$ cat src/rtl/ibex_irq_arbiter.sv
// rtl/ibex_irq_arbiter.sv - interrupt pending/enable tracking and fixed-priority selection
// Optional input synchronizer: define IBEX_IRQ_SYNC_EN.
module ibex_irq_arbiter #(
  parameter int unsigned          NUM_IRQ    = 32,
  parameter logic [NUM_IRQ-1:0]   LEVEL_MASK = '0
) (
  input  logic               clk,
  input  logic               rst_n,
  input  logic [NUM_IRQ-1:0] irq_lines_i,
  input  logic               irq_en_we_i,
  input  logic [NUM_IRQ-1:0] irq_en_wdata_i,
  output logic [NUM_IRQ-1:0] irq_en_o,
  output logic [NUM_IRQ-1:0] irq_pending_o,
  output logic               irq_o,
  output logic [4:0]         irq_id_o,
  input  logic               irq_ack_i,
  input  logic [4:0]         irq_ack_id_i
);

  logic [NUM_IRQ-1:0] lines_s;
  logic [NUM_IRQ-1:0] sample_q;
  logic [NUM_IRQ-1:0] pending_q;
  logic [NUM_IRQ-1:0] pending_d;
  logic [NUM_IRQ-1:0] en_q;
  logic [NUM_IRQ-1:0] req;
  logic [4:0]         sel_id;

`ifdef IBEX_IRQ_SYNC_EN
  logic [NUM_IRQ-1:0] sync1_q;
  logic [NUM_IRQ-1:0] sync2_q;

  always_ff @(posedge clk or negedge rst_n) begin
    if (!rst_n) begin
      sync1_q <= '0;
      sync2_q <= '0;
    end else begin
      sync1_q <= irq_lines_i;
      sync2_q <= sync1_q;
    end
  end

  assign lines_s = sync2_q;
`else
  assign lines_s = irq_lines_i;
`endif

  // An ack naming an out-of-range ID never matches any loop index, so it is ignored.
  always_comb begin
    pending_d = pending_q;
    for (int i = 0; i < NUM_IRQ; i++) begin
      if (LEVEL_MASK[i]) begin
        pending_d[i] = lines_s[i];
      end else begin
        pending_d[i] = (lines_s[i] & ~sample_q[i]) |
                       (pending_q[i] & ~(irq_ack_i && (irq_ack_id_i == 5'(i))));
      end
    end
  end

  assign req = pending_q & en_q;

  // Scan downward so the lowest set index is the last one written.
  always_comb begin
    sel_id = '0;
    for (int i = NUM_IRQ - 1; i >= 0; i--) begin
      if (req[i]) begin
        sel_id = 5'(i);
      end
    end
  end

  always_ff @(posedge clk or negedge rst_n) begin
    if (!rst_n) begin
      sample_q  <= '0;
      pending_q <= '0;
      en_q      <= '0;
      irq_o     <= 1'b0;
      irq_id_o  <= '0;
    end else begin
      sample_q  <= lines_s;
      pending_q <= pending_d;
      if (irq_en_we_i) begin
        en_q <= irq_en_wdata_i;
      end
      irq_o    <= |req;
      irq_id_o <= sel_id;
    end
  end

  assign irq_en_o      = en_q;
  assign irq_pending_o = pending_q;

endmodule

$ cat config.mk
export PLATFORM = sky130hd
export DESIGN_NAME = ibex_irq_arbiter
export DESIGN_NICKNAME = d
export VERILOG_FILES = /design/src/rtl/ibex_irq_arbiter.sv
export SDC_FILE = /design/constraint.sdc
export NUM_CORES = 1
export LEC_CHECK = 0
export CAP_MARGIN = 40
export CORE_MARGIN = 2
export CORE_UTILIZATION = 40
export DETAILED_ROUTE_END_ITERATION = 7
export PLACE_DENSITY_LB_ADDON = 0.15
export SLEW_MARGIN = 20
export SYNTH_ARGS = -nofsm -noshare
export SYNTH_HDL_FRONTEND = slang
export SYNTH_SLANG_ARGS = --single-unit
export TNS_END_PERCENT = 10
$ cat constraint.sdc
create_clock -name clk -period 2 [get_ports clk]
set_input_delay 0.3 -clock clk [delete_from_list [all_inputs] [get_ports clk]]
set_output_delay 0.3 -clock clk [all_outputs]
set_load 0.02 [all_outputs]
==> flow_summary.html <==
<table>
<tr><th>Metric</th><th>Value</th></tr>
<tr><th colspan="2">Status</th></tr>
<tr><td>Status</td><td>complete, no violations</td></tr>
<tr><th colspan="2">Route</th></tr>
<tr><td>DRC violations left</td><td>0</td></tr>
<tr><td>Initial DRC Count</td><td>178</td></tr>
<tr><td>Number of vias per cell after detailed routing</td><td>5.03</td></tr>
<tr><td>Vias post-DR</td><td>3,182</td></tr>
<tr><td>Post-detailed-routing wire length</td><td>10,700 um</td></tr>
<tr><td>Routed WL per cell</td><td>16.9 um</td></tr>
<tr><td>Drt pass-1 iters</td><td>4</td></tr>
<tr><td>Number of nets still failing antenna checks after routing</td><td>0</td></tr>
<tr><th colspan="2">Power and ir drop</th></tr>
<tr><td>Internal power component</td><td>0.00323 W</td></tr>
<tr><td>Logic pwr share</td><td>19.2%</td></tr>
<tr><td>Clk network pwr share</td><td>29.6%</td></tr>
<tr><td>Sequential share of power</td><td>51.3%</td></tr>
<tr><td>Share of total power consumed by net switching</td><td>28.0%</td></tr>
<tr><td>LEAKAGE</td><td>2.42 nW</td></tr>
<tr><td>Pwr per Cell Area</td><td>770 mW/mm^2</td></tr>
<tr><td>Net switching power</td><td>0.00126 W</td></tr>
<tr><td>VDD IR max</td><td>0.414 mV</td></tr>
<tr><th colspan="2">Global route</th></tr>
<tr><td>Total gr overflow</td><td>0</td></tr>
<tr><td>Global-route total usage across every layer</td><td>20.6%</td></tr>
<tr><td>Global-route wire length before repair</td><td>17,500 um</td></tr>
<tr><td>Pin count of the biggest net entering global routing</td><td>40</td></tr>
<tr><td>Antenna violations before repair</td><td>0</td></tr>
<tr><td>Number of global-route vias before repair</td><td>3,373</td></tr>
<tr><th colspan="2">Yosys</th></tr>
<tr><td>Cell taking the most area after synthesis</td><td>dfrtp_1</td></tr>
<tr><td>Average size of a mapped cell</td><td>11.7 um^2</td></tr>
<tr><td>Number of cells produced by synthesis</td><td>342</td></tr>
<tr><td>Synth unique cells</td><td>35</td></tr>
<tr><td>Syn Std Cell Area</td><td>0.00400 mm^2</td></tr>
<tr><td>Synthesis-stage register bit count</td><td>102</td></tr>
<tr><td>Largest cells by area after synthesis</td><td>dfrtp_1 64%, o21ai_0 8.5%, mux2_2 8.2%</td></tr>
<tr><td>Area share of the largest cell type after synthesis</td><td>63.9%</td></tr>
<tr><td>Yosys synthesis warning count</td><td>0</td></tr>
<tr><td>Share of the yosys chip area belonging to registers</td><td>63.9%</td></tr>
<tr><td>Synthesized net count</td><td>415</td></tr>
<tr><th colspan="2">Final layout</th></tr>
<tr><td>Most frequent cells in the layout</td><td>140 x clkdlybuf4s50_1, 102 x dfrtp_1, 68 x o21ai_0</td></tr>
<tr><td>Final core utilization</td><td>60.0%</td></tr>
<tr><td>Fill cells</td><td>848</td></tr>
<tr><td>Total inserted antenna cells</td><td>0</td></tr>
<tr><td>Most common cell after layout, fill and taps aside</td><td>clkdlybuf4s50_1</td></tr>
<tr><td>Final Net Count</td><td>568</td></tr>
<tr><td>Finished Cell Area</td><td>0.00583 mm^2</td></tr>
<tr><td>Area Overhead vs Synth</td><td>46.0%</td></tr>
<tr><td>Proportion of layout cells with a drive suffix above 1</td><td>11.0%</td></tr>
<tr><td>Final cell count without fillers</td><td>633</td></tr>
<tr><th colspan="2">Die</th></tr>
<tr><td>Die outline area</td><td>0.0108 mm^2</td></tr>
<tr><td>Ports</td><td>143</td></tr>
<tr><td>Vertical die dimension</td><td>104 um</td></tr>
<tr><td>Die X-Extent</td><td>104 um</td></tr>
<tr><td>Placeable core region</td><td>0.00973 mm^2</td></tr>
<tr><td>Effective utilization at floorplan</td><td>41.1%</td></tr>
<tr><td>Site Rows</td><td>36</td></tr>
<tr><th colspan="2">Setup path</th></tr>
<tr><td>List of cells traversed by the critical path</td><td>clkdlybuf4s50_1</td></tr>
<tr><td>Reg2Reg Setup Slack</td><td>330 ps</td></tr>
<tr><td>Worst path slowest cell</td><td>clkdlybuf4s50_1</td></tr>
<tr><td>Type of element capturing the critical path</td><td>output pin</td></tr>
<tr><td>Cell family contributing the most delay on the critical path</td><td>buffers and inverters</td></tr>
<tr><td>WS Path Type</td><td>reg2out</td></tr>
<tr><td>Maximum fanout encountered on the critical timing path</td><td>4</td></tr>
<tr><td>Category of the worst setup path launch point</td><td>flip-flop</td></tr>
<tr><td>Worst Path Buf+Inv</td><td>1</td></tr>
<tr><td>WP data required</td><td>1700 ps</td></tr>
<tr><td>Max stage delay on crit path</td><td>640 ps</td></tr>
<tr><td>Arrival @ worst endpoint</td><td>1440 ps</td></tr>
<tr><th colspan="2">Place</th></tr>
<tr><td>Quantity of I/O buffers inserted on ports</td><td>142</td></tr>
<tr><td>Routability cong.</td><td>0.832</td></tr>
<tr><td>Placed instance area</td><td>0.00562 mm^2</td></tr>
<tr><td>Worst slack, placed</td><td>177 ps</td></tr>
<tr><td>HPWL reported at the end of detailed placement</td><td>8320 um</td></tr>
<tr><td>Total instance count after detailed placement</td><td>616</td></tr>
<tr><th colspan="2">CTS</th></tr>
<tr><td>CTS Buf Count</td><td>9</td></tr>
<tr><td>Max H-tree Level</td><td>3</td></tr>
<tr><td>Sink count of the clock tree</td><td>102</td></tr>
<tr><td>Post_cts resized</td><td>0</td></tr>
<tr><td>Clock insertion delay at the later pin of the skew report</td><td>360 ps</td></tr>
<tr><td>Cell at the root of the clock tree</td><td>clkbuf_8</td></tr>
<tr><td>Clock transition at path regs</td><td>100 ps</td></tr>
<tr><td>Max clock buf depth</td><td>2</td></tr>
<tr><td>CTS tree</td><td>done</td></tr>
<tr><th colspan="2">Timing</th></tr>
<tr><td>Accumulated negative setup slack</td><td>0 ps</td></tr>
<tr><td>Maximum clock skew at final layout</td><td>18.8 ps</td></tr>
<tr><td>Final count of hold timing violations</td><td>0</td></tr>
<tr><td>Final worst slack</td><td>258 ps</td></tr>
<tr><td>Worst relative slew slack</td><td>64.7%</td></tr>
<tr><td>Slew Viols, Final</td><td>0</td></tr>
<tr><td>Final setup violation count</td><td>0</td></tr>
<tr><td>Share of the clock period used by the worst path</td><td>87.1%</td></tr>
<tr><td>Shortest clock period the worst path allows after layout</td><td>1740 ps</td></tr>
<tr><td>Upper clock frequency limit</td><td>0.574 GHz</td></tr>
<tr><td>Slew at the pin with the worst max-slew slack</td><td>529 ps</td></tr>
<tr><td>Unrepaired setup endpoints after global routing</td><td>false</td></tr>
<tr><th colspan="2">Job</th></tr>
<tr><td>Max Cap Viol</td><td>0</td></tr>
<tr><th colspan="2">Worst hold path</th></tr>
<tr><td>Worst min-delay path class</td><td>in2reg</td></tr>
</table>
Yosys cell counts, drive strengths merged:
cell type / number
nand3b: 2
nand2b: 4
mux2: 32
a31oi: 4
and3b: 1
nand4b: 2
nor2: 5
o41ai: 1
clkbuf: 1
or3b: 1
a22o: 3
or2: 2
nand3: 11
o31ai: 1
and2: 2
buf: 3
dfrtp: 102
a32o: 4
a21oi: 5
a32oi: 1
o21ai: 68
nand2: 37
inv: 32
a211oi: 3
nand4: 2
nor2b: 2
nor3: 3
o2111ai: 1
a22oi: 7
layout make-up:
| cell class | instances | area, um^2 | share of cell area [%] |
|---|---|---|---|
| Clock buffer | 10 | 128 | 2.19 |
| Clock inverter | 6 | 77.6 | 1.33 |
| Inverter | 32 | 120 | 2.06 |
| Multi-Input combinational cell | 204 | 1310 | 22.4 |
| Sequential cell | 102 | 2550 | 43.7 |
| Tap cell | 133 | 166 | 2.85 |
| Timing Repair Buffer | 146 | 1480 | 25.4 |
timing repair:
| action | CTS | global route |
|---|---|---|
| hold endpoints to repair | 37 | 0 |
| hold buffers | 1 | 0 |
| setup buffers | 0 | 0 |
power groups by stage:
stage	logic (W)	registers, W	clock network (W)
2_1_floorplan	0.000252	0.00244	0
3_3_place_gp	0.000857	0.00234	0
3_5_place_dp	0.000866	0.00234	0
4_1_cts	0.000873	0.00230	0.00136
5_1_grt	0.000934	0.00232	0.00144
6_report	0.000861	0.00230	0.00133
path summary, 6_finish.rpt:
kind                                   start           endpoint  cells after the start
setup / recovery           irq_pending_o[28]  irq_pending_o[28]                      1
hold / removal               irq_lines_i[16]       sample_q[16]                      1
setup reg to reg           irq_pending_o[30]              irq_o                      5
hold reg to reg                 sample_q[13]  irq_pending_o[13]                      1
max in group asynchronous              rst_n       irq_en_o[24]                      3
min in group asynchronous              rst_n        irq_en_o[5]                      2
routing by layer:
layer / GRT usage (%) / wire [um] / vias to the layer above
met1: 27.0 / 4760 / 1573
met2: 33.7 / 5290 / 99
met5: 0 / 0 / -
met4: 6.08 / 62 / 0
met3: 5.33 / 612 / 6
li1: - / - / 1504
flip-flops by register name (all words and copies together), names as in the netlist:
signal	flops
irq_id_o	5
irq_en_o	32
irq_o	1
sample_q	32
irq_pending_o	32
stage by stage:
| step | power (W) | hold slack, ps |
|---|---|---|
| final | 0.00449 | 386 |
| after global routing | 0.00469 | 373 |
| after CTS | 0.00453 | 367 |
| after detailed placement | 0.00321 | 311 |
| after global placement | 0.00319 | 310 |
| after floorplan | 0.00269 | 4.41 |
kinds of logic after synthesis:
family	after synthesis	share of synthesized area, %
buf+inv	36	3.41
flops	102	63.9
compound gates	98	14.2
mux	32	9.02
simple gates	74	9.52
Note: power is estimated with default switching activity, not from simulation.
